File: src/rtl/fix_mac_accum.sv
// Accumulates a programmed number of signed products into a guarded accumulator,
// then rescales and saturates to OUT_WIDTH bits. Define FIX_MAC_ROUND_EN for round-half-up.
module fix_mac_accum #(
    parameter int PROD_WIDTH = 32,
    parameter int ACC_WIDTH  = 40,
    parameter int OUT_WIDTH  = 16,
    parameter int FRAC_SHIFT = 8,
    parameter int LEN_WIDTH  = 8
) (
    input  logic                  clk,
    input  logic                  rst_n,
    input  logic                  start,
    input  logic [LEN_WIDTH-1:0]  len,
    input  logic                  prod_valid,
    input  logic [PROD_WIDTH-1:0] prod_data,
    output logic                  prod_ready,
    output logic                  out_valid,
    output logic [OUT_WIDTH-1:0]  out_data,
    output logic                  out_sat,
    input  logic                  out_ready,
    output logic                  busy
);

    typedef enum logic [1:0] {IDLE, ACCUM, DONE} state_t;

    localparam logic signed [ACC_WIDTH:0] SAT_MAX = (ACC_WIDTH+1)'((2**(OUT_WIDTH-1)) - 1);
    localparam logic signed [ACC_WIDTH:0] SAT_MIN = (ACC_WIDTH+1)'(-(2**(OUT_WIDTH-1)));

    state_t                 state, state_next;
    logic [ACC_WIDTH-1:0]   acc, acc_next;
    logic [LEN_WIDTH-1:0]   count;
    logic                   beat, last_beat;
    logic signed [ACC_WIDTH:0] ext, rnd, shf;
    logic [OUT_WIDTH-1:0]   res_data;
    logic                   res_sat;

    assign beat      = prod_valid && (state == ACCUM);
    assign last_beat = beat && (count == LEN_WIDTH'(1));
    assign acc_next  = acc + {{(ACC_WIDTH-PROD_WIDTH){prod_data[PROD_WIDTH-1]}}, prod_data};

    // Rescale is evaluated on the post-add value so DONE can latch it on entry.
    always_comb begin
        ext = {acc_next[ACC_WIDTH-1], acc_next};
`ifdef FIX_MAC_ROUND_EN
        rnd = ext + (ACC_WIDTH+1)'(2**(FRAC_SHIFT-1));
`else
        rnd = ext;
`endif
        shf = rnd >>> FRAC_SHIFT;
        if (shf > SAT_MAX) begin
            res_data = {1'b0, {(OUT_WIDTH-1){1'b1}}};
            res_sat  = 1'b1;
        end else if (shf < SAT_MIN) begin
            res_data = {1'b1, {(OUT_WIDTH-1){1'b0}}};
            res_sat  = 1'b1;
        end else begin
            res_data = shf[OUT_WIDTH-1:0];
            res_sat  = 1'b0;
        end
    end

    // NOTE: every signal written in this block gets a default first, so no latch is inferred.
    always_comb begin
        state_next = state;
        prod_ready = 1'b0;
        out_valid  = 1'b0;
        busy       = (state != IDLE);
        case (state)
            IDLE: begin
                if (start) state_next = (len != '0) ? ACCUM : DONE;
            end
            ACCUM: begin
                prod_ready = 1'b1;
                if (last_beat) state_next = DONE;
            end
            DONE: begin
                out_valid = 1'b1;
                if (out_ready) state_next = IDLE;
            end
            default: state_next = IDLE;
        endcase
    end

    // NOTE: sequential state uses non-blocking assignments so all registers update together.
    always_ff @(posedge clk or negedge rst_n) begin
        if (!rst_n) begin
            state <= IDLE;
        end else begin
            state <= state_next;
        end
    end

    always_ff @(posedge clk or negedge rst_n) begin
        if (!rst_n) begin
            acc      <= '0;
            count    <= '0;
            out_data <= '0;
            out_sat  <= 1'b0;
        end else begin
            case (state)
                IDLE: begin
                    if (start) begin
                        acc <= '0;
                        if (len != '0) begin
                            count <= len;
                        end else begin
                            out_data <= '0;
                            out_sat  <= 1'b0;
                        end
                    end
                end
                ACCUM: begin
                    if (beat) begin
                        acc   <= acc_next;
                        count <= count - LEN_WIDTH'(1);
                    end
                    if (last_beat) begin
                        out_data <= res_data;
                        out_sat  <= res_sat;
                    end
                end
                default: ;
            endcase
        end
    end

endmodule

File: config.mk
export PLATFORM = sky130hd
export DESIGN_NAME = fix_mac_accum
export DESIGN_NICKNAME = d
export VERILOG_FILES = /design/src/rtl/fix_mac_accum.sv
export SDC_FILE = /design/constraint.sdc
export NUM_CORES = 1
export LEC_CHECK = 0
export CELL_PAD_IN_SITES_DETAIL_PLACEMENT = 0
export CELL_PAD_IN_SITES_GLOBAL_PLACEMENT = 1
export CORE_UTILIZATION = 46
export CTS_CLUSTER_DIAMETER = 40
export DETAILED_ROUTE_END_ITERATION = 12
export HOLD_SLACK_MARGIN = 0.05
export PLACE_DENSITY = 0.95
export SKIP_CTS_REPAIR_TIMING = 1
export SKIP_LAST_GASP = 1
export SYNTH_ARGS = -nofsm -noshare
export SYNTH_HDL_FRONTEND = slang
export SYNTH_SLANG_ARGS = --single-unit
File: constraint.sdc
create_clock -name clk -period 11.7 [get_ports clk]
set_input_delay 1.755 -clock clk [delete_from_list [all_inputs] [get_ports clk]]
set_output_delay 1.755 -clock clk [all_outputs]
set_load 0.1 [all_outputs]
# --- After elaboration in Yosys (flattened, before gate mapping) ---
# Index checks and enable logic that the tools add are counted.
totals:
  word_cells: 54
  output_inout_bits: 20
  register_bits: 67
  input_bits: 45
classes:
  n_reduce_logical: 10
  order_cmp: 2
  n_eq_ne: 9
  add_sub_neg: 2
  muxes: 26
op_table:
  columns: ["operator", "count"]
  rows:
  - ["$mux 16", 5]
  - ["$mux 40", 2]
  - ["$pmux 40 s2", 1]
  - ["$add 40x40->40", 1]
  - ["$gt 32x16->1 const B", 1]
  - ["$lt 32x16->1 const B", 1]
  - ["$pmux 16 s2", 1]
  - ["$mux 8", 3]
  - ["$pmux 8 s2", 1]
  - ["$ne 2x2->1 const B", 6]
  - ["$eq 8x1->1 const B", 1]
  - ["$mux 2", 4]
  - ["$reduce_and 4->1", 2]
  - ["$reduce_bool 8->1", 1]
  - ["$sub 8x1->8 const B", 1]
  - ["$mux 1", 7]
  - ["$pmux 2 s3", 1]
  - ["$reduce_and 3->1", 2]
  - ["$reduce_bool 2->1", 2]
  - ["$eq 2x1->1 const B", 1]
  - ["$eq 2x2->1 const B", 1]
  - ["$logic_and 1x1->1", 2]
  - ["$logic_not 2->1", 1]
  - ["$pmux 1 s2", 1]

# --- Depth between registers and ports, before layout ---
logic_depth:
  word_depth: 6
  mapped_depth: 15
  mapped_depth_nobuf: 13

# --- Worst setup path after synthesis ---
# Ideal clock, no wire load.
synth_path:
  path_kind: "input port to flip-flop"
  from: "in prod_data[0]"
  to: "reg out_data[2]"
  path_slack_ns: 6.480
  setup_time_ns: 0.076
  path_stages: 13
  required_time_ns: 11.624
  n_path_buf: 1
  arrival_ns: 5.143
  cell_sequence: "ha_1 fa_1 a211oi_1 o211a_1 nor4_2 or4b_1 a21boi_1 xor2_1 or4_1 or4_4 o21a_4 buf_6 o21ai_1"
synth_between:
  elab_chain_len: 6
  elab_cells_between_ends: 7
  classes_between: "1 x add/sub; 2 x order compare; 4 x mux"
synth_rtl:
  columns: ["element", "line", "text"]
  rows:
  - ["start, declared", "15", "input logic [PROD_WIDTH-1:0] prod_data,"]
  - ["$add 40x40->40 *", "39", "assign acc_next = acc + {{(ACC_WIDTH-PROD_WIDTH){prod_data[PROD_WIDTH-1]}}, prod_data};"]
  - ["$lt 32x16->1", "53", "end else if (shf < SAT_MIN) begin"]
  - ["$mux 16", "53", null]
  - ["$mux 16 *", "50", "if (shf > SAT_MAX) begin"]
  - ["$mux 16 *", "117", "if (last_beat) begin"]
  - ["$pmux 16 s2 *", "100", "case (state)"]
  - ["end signal, assigned", "118", "out_data <= res_data;"]
  - ["end, declared", "18", "output logic [OUT_WIDTH-1:0] out_data,"]
# Every way passes the cells marked *; elsewhere a longest branch is shown, timed or not. The select of a mux whose other input is x is not followed.
# A chain may end at the register's enable or synchronous reset.

# --- Worst setup path after layout ---
layout_path:
  from: "in prod_data[0]"
  to: "reg out_data[12]"
# Same word-level chain as after synthesis.

==> results.toml <==
[critical_path]
path_delay_family = "compound AO/OA/AOI/OAI gates"
critical_path_buf_inv_count = 1
cp_slowest_cell = "a21oi_1"
cp_max_fo = 15
critPathMaxStageDelay_ns = 1.11
cp_data_required_time_ns = 11.96
reg2reg_slack_ns = 7.18
worst_r2r_endpoint = "out_data[12]"
rr_startpoint = "acc[0]"
crit_cells = 14
cp-start-kind = "input pin"
worstSetupPathType = "in2reg"
crit_chain = "clkdlybuf4s50_1 > ha_1 > fa_1 > a211oi_1 > o211a_1 > nor4_2 > nor3_1 > o211ai_1 > a21oi_1 > xnor2_1 > nor2_1 > a21oi_1 > nor2_1 > o21ai_0"
worst_setup_path_end_kind = "flop"
crit_arrival_ns = 6.25
reg2reg_depth = 13

[detailed_routing]
drcViolationCount = 0
wl_um = 14660
num_vias = 5109
wl_per_cell_um = 17.54
drt-pass1-iter-count = 5
top_layer = "met4"
antenna_left = 0
met1Wirelength_um = 6687
drt_iter0_markers = 295
met2WireLength_um = 6868
vias_per_cell = 6.111
dr_wl_met3_um = 810

[clocking]
cts_tree = "yes"
cts.sink_count = 67
root_buffer = "clkbuf_16"
cts_buffer_depth = 2
clk_latency_ns = 0.35
cts_buffers = 9
clk_pin_slew_ns = 0.06
htree_levels = 3

[cells_and_area]
nNetsFinal = 779
fin_cells = 836
nFillCells = 1048
regArea_sq_mm = 0.001677
area_delta_synth_final_pct = 18.55
drive_gt1_share_pct = 5.603
antenna_cells = 0
multi_input_area_sq_mm = 0.003417

[synth]
syn_inst = 647
syn-num-nets = 734
ys_seq_area_share_pct = 31.59
async_flop_share_pct = 100.0
synth_seq_cells = 67
avgSynthCellArea_sq_um = 8.203
synth_area_sq_mm = 0.005308
yosys_warnings = 0
synth_edf_count = 0
synth-main-ff-cell = "dfrtp_1"
synthDistinctLibCells = 67

[outcome]
status = "complete, no violations"

[floorplan]
initial_core_util_pct = 48.12
ios = 65
dieArea_sq_mm = 0.01197
die_h_um = 109.4
rows = 38
fp.dieW_um = 109.4
core_area_sq_mm = 0.01103

[placed_design]
gp_congestion = 0.9906
dp_cells = 821
io_buffers = 64
place_hpwl_um = 10830

[grt]
antenna_found_initial = 0
grt_pass1_vias = 4876
gr-usage-all-layers_pct = 26.02
grt_pass1_wl_um = 23800
grt-ovfl-total = 0
grt_max_degree = 68

[timing]
drv_slew = 0
max_freq_ghz = 0.1671
skew_ns = 0.009276
worstMarginPinSlew_ns = 1.395
hold_viol = 0
setup_viol = 0
relSlewSlack_pct = 7.017
period_share_pct = 51.15
finalCriticalPeriod_ns = 5.984
setup_tns_ns = 0
timing.hold.ws_ns = 0.4782
rsz0062_at_grt = "no"

[min_path]
hold_end = "out_data[10]"
min_path_cells = 2
min_from = "out_data[10]"
hold_path.class = "reg2reg"

[power_and_ir_drop]
ir_drop_mv = 0.1649
p_leak_nw = 2.681
power_density_mw_per_mm2 = 295.7
p_total_mw = 1.861

[flow_run]
max_cap_violations = 0
## worst reg2reg max path: cells and delay by family (launching register included)
family / cells / cell delay [ns]
AO/OA/AOI/OAI: 6 / 2.28
flip-flops: 1 / 0.37
AND/OR/NAND/NOR: 4 / 0.86
adder cells (fa/ha/maj): 2 / 0.68
XOR/XNOR: 1 / 0.24
## Yosys cell counts (all sizes together), types with 3 or more instances
cell type  count  share of area [%]
nor2          47                3.3
nand4         15                1.8
nor3          14                1.5
nand3         15                1.4
o21bai         4               0.57
a31o           3               0.50
o21ai         74                7.0
a211oi         6               0.94
or2            5               0.64
a31oi          7               0.83
clkbuf        20                1.4
buf           12                1.8
dfrtp         67                 32
o31ai          3               0.42
or4            4               0.64
xnor2         18                3.0
and3           3               0.35
and2           5               0.59
o21a           4               0.71
nand2b         5               0.59
xor2          12                2.0
inv           15                1.1
a21o          16                2.3
ha            41                9.7
o211ai        12                1.7
or3            5               0.59
nand2         89                6.3
a22o          22                3.6
nor4          10                1.3
a21oi         62                6.3
## layout make-up
class                   instances  area share, %
inverters                      15         0.8948
clock buffers                  11          3.858
well taps                     140          2.784
flip-flops and latches         67          26.65
repair buffers                 66          10.34
multi-input cells             533          54.31
clock inverters                 4          1.173
## layer usage
layer,up-vias,GRT usage (%)
li1,2486,-
met1,2444,33.52
met2,155,43.17
met3,24,5.691
met4,0,8.667
met5,-,0
## sequential cells by signal, indices dropped and copies added (netlist names)
name,cells
out_data,16
state,2
out_sat,1
count,8
acc,40
## cells by family after synthesis
logic type               count (synthesis)  synth area share [%]
AND/OR/NAND/NOR                        224                 20.09
XOR/XNOR                                30                 4.950
buffers and inverters                   47                 4.243
adder cells (fa/ha/maj)                 42                 10.04
multiplexers                             3                0.6129
flip-flops                              67                 31.59
AO/OA/AOI/OAI                          234                 28.48
## layout by cell type (no fill, tap or decap), types with 3 or more instances in the layout
| cell | synthesis | routed |
|---|---|---|
| dfrtp_1 | 67 | 67 |
| or4_1 | 3 | 3 |
| nor4_1 | 9 | 9 |
| nand4_1 | 15 | 15 |
| o21bai_1 | 4 | 4 |
| nor2_1 | 47 | 47 |
| o31ai_1 | 3 | 3 |
| o21ai_0 | 62 | 62 |
| and3_1 | 3 | 3 |
| inv_1 | 15 | 15 |
| xnor2_1 | 18 | 18 |
| a31oi_1 | 7 | 7 |
| a21oi_2 | 4 | 4 |
| a31o_2 | 3 | 3 |
| or3_1 | 5 | 5 |
| nand2_1 | 89 | 89 |
| a21o_1 | 16 | 16 |
| o21a_1 | 3 | 3 |
| a22o_1 | 22 | 22 |
| a21oi_1 | 57 | 56 |
| and2_1 | 5 | 5 |
| ha_1 | 41 | 41 |
| clkbuf_16 | 0 | 9 |
| clkdlybuf4s50_1 | 0 | 63 |
| o211ai_1 | 12 | 12 |
| nor3_1 | 13 | 13 |
| a211oi_1 | 5 | 5 |
| xor2_1 | 12 | 12 |
| nand3_1 | 15 | 15 |
| or2_2 | 3 | 3 |
| o21ai_1 | 12 | 12 |
| nand2b_1 | 5 | 5 |
## power breakdown
group          leakage (nW)  switching (mW)  internal (mW)
clock                 0.156           0.104          0.192
combinational          1.68           0.745          0.430
sequential            0.843          0.0636          0.328
total                  2.68           0.912          0.949
## through the flow
step | worst slack, ns | utilization (%) | instance area (sq um)
after floorplan | 6.480 | - | 5308
after global placement | 5.658 | 54.17 | 5976
after detailed placement | 5.437 | 54.17 | 5976
after CTS | 5.757 | 57.04 | 6292
after global routing | 5.466 | 57.04 | 6292
final | 5.716 | 57.04 | 6292
## how the worst max path moves through the flow
stage	startpoint	endpoint	slack, ns
CTS	prod_data[0]	out_data[12]	5.76
finish	prod_data[0]	out_data[12]	5.72
detailed placement	prod_data[0]	out_data[12]	5.44
global route	prod_data[0]	out_data[13]	5.47
floorplan	prod_data[0]	out_data[2]	6.48
global placement	prod_data[0]	out_data[12]	5.66
Note: power is estimated with default switching activity, not from simulation.
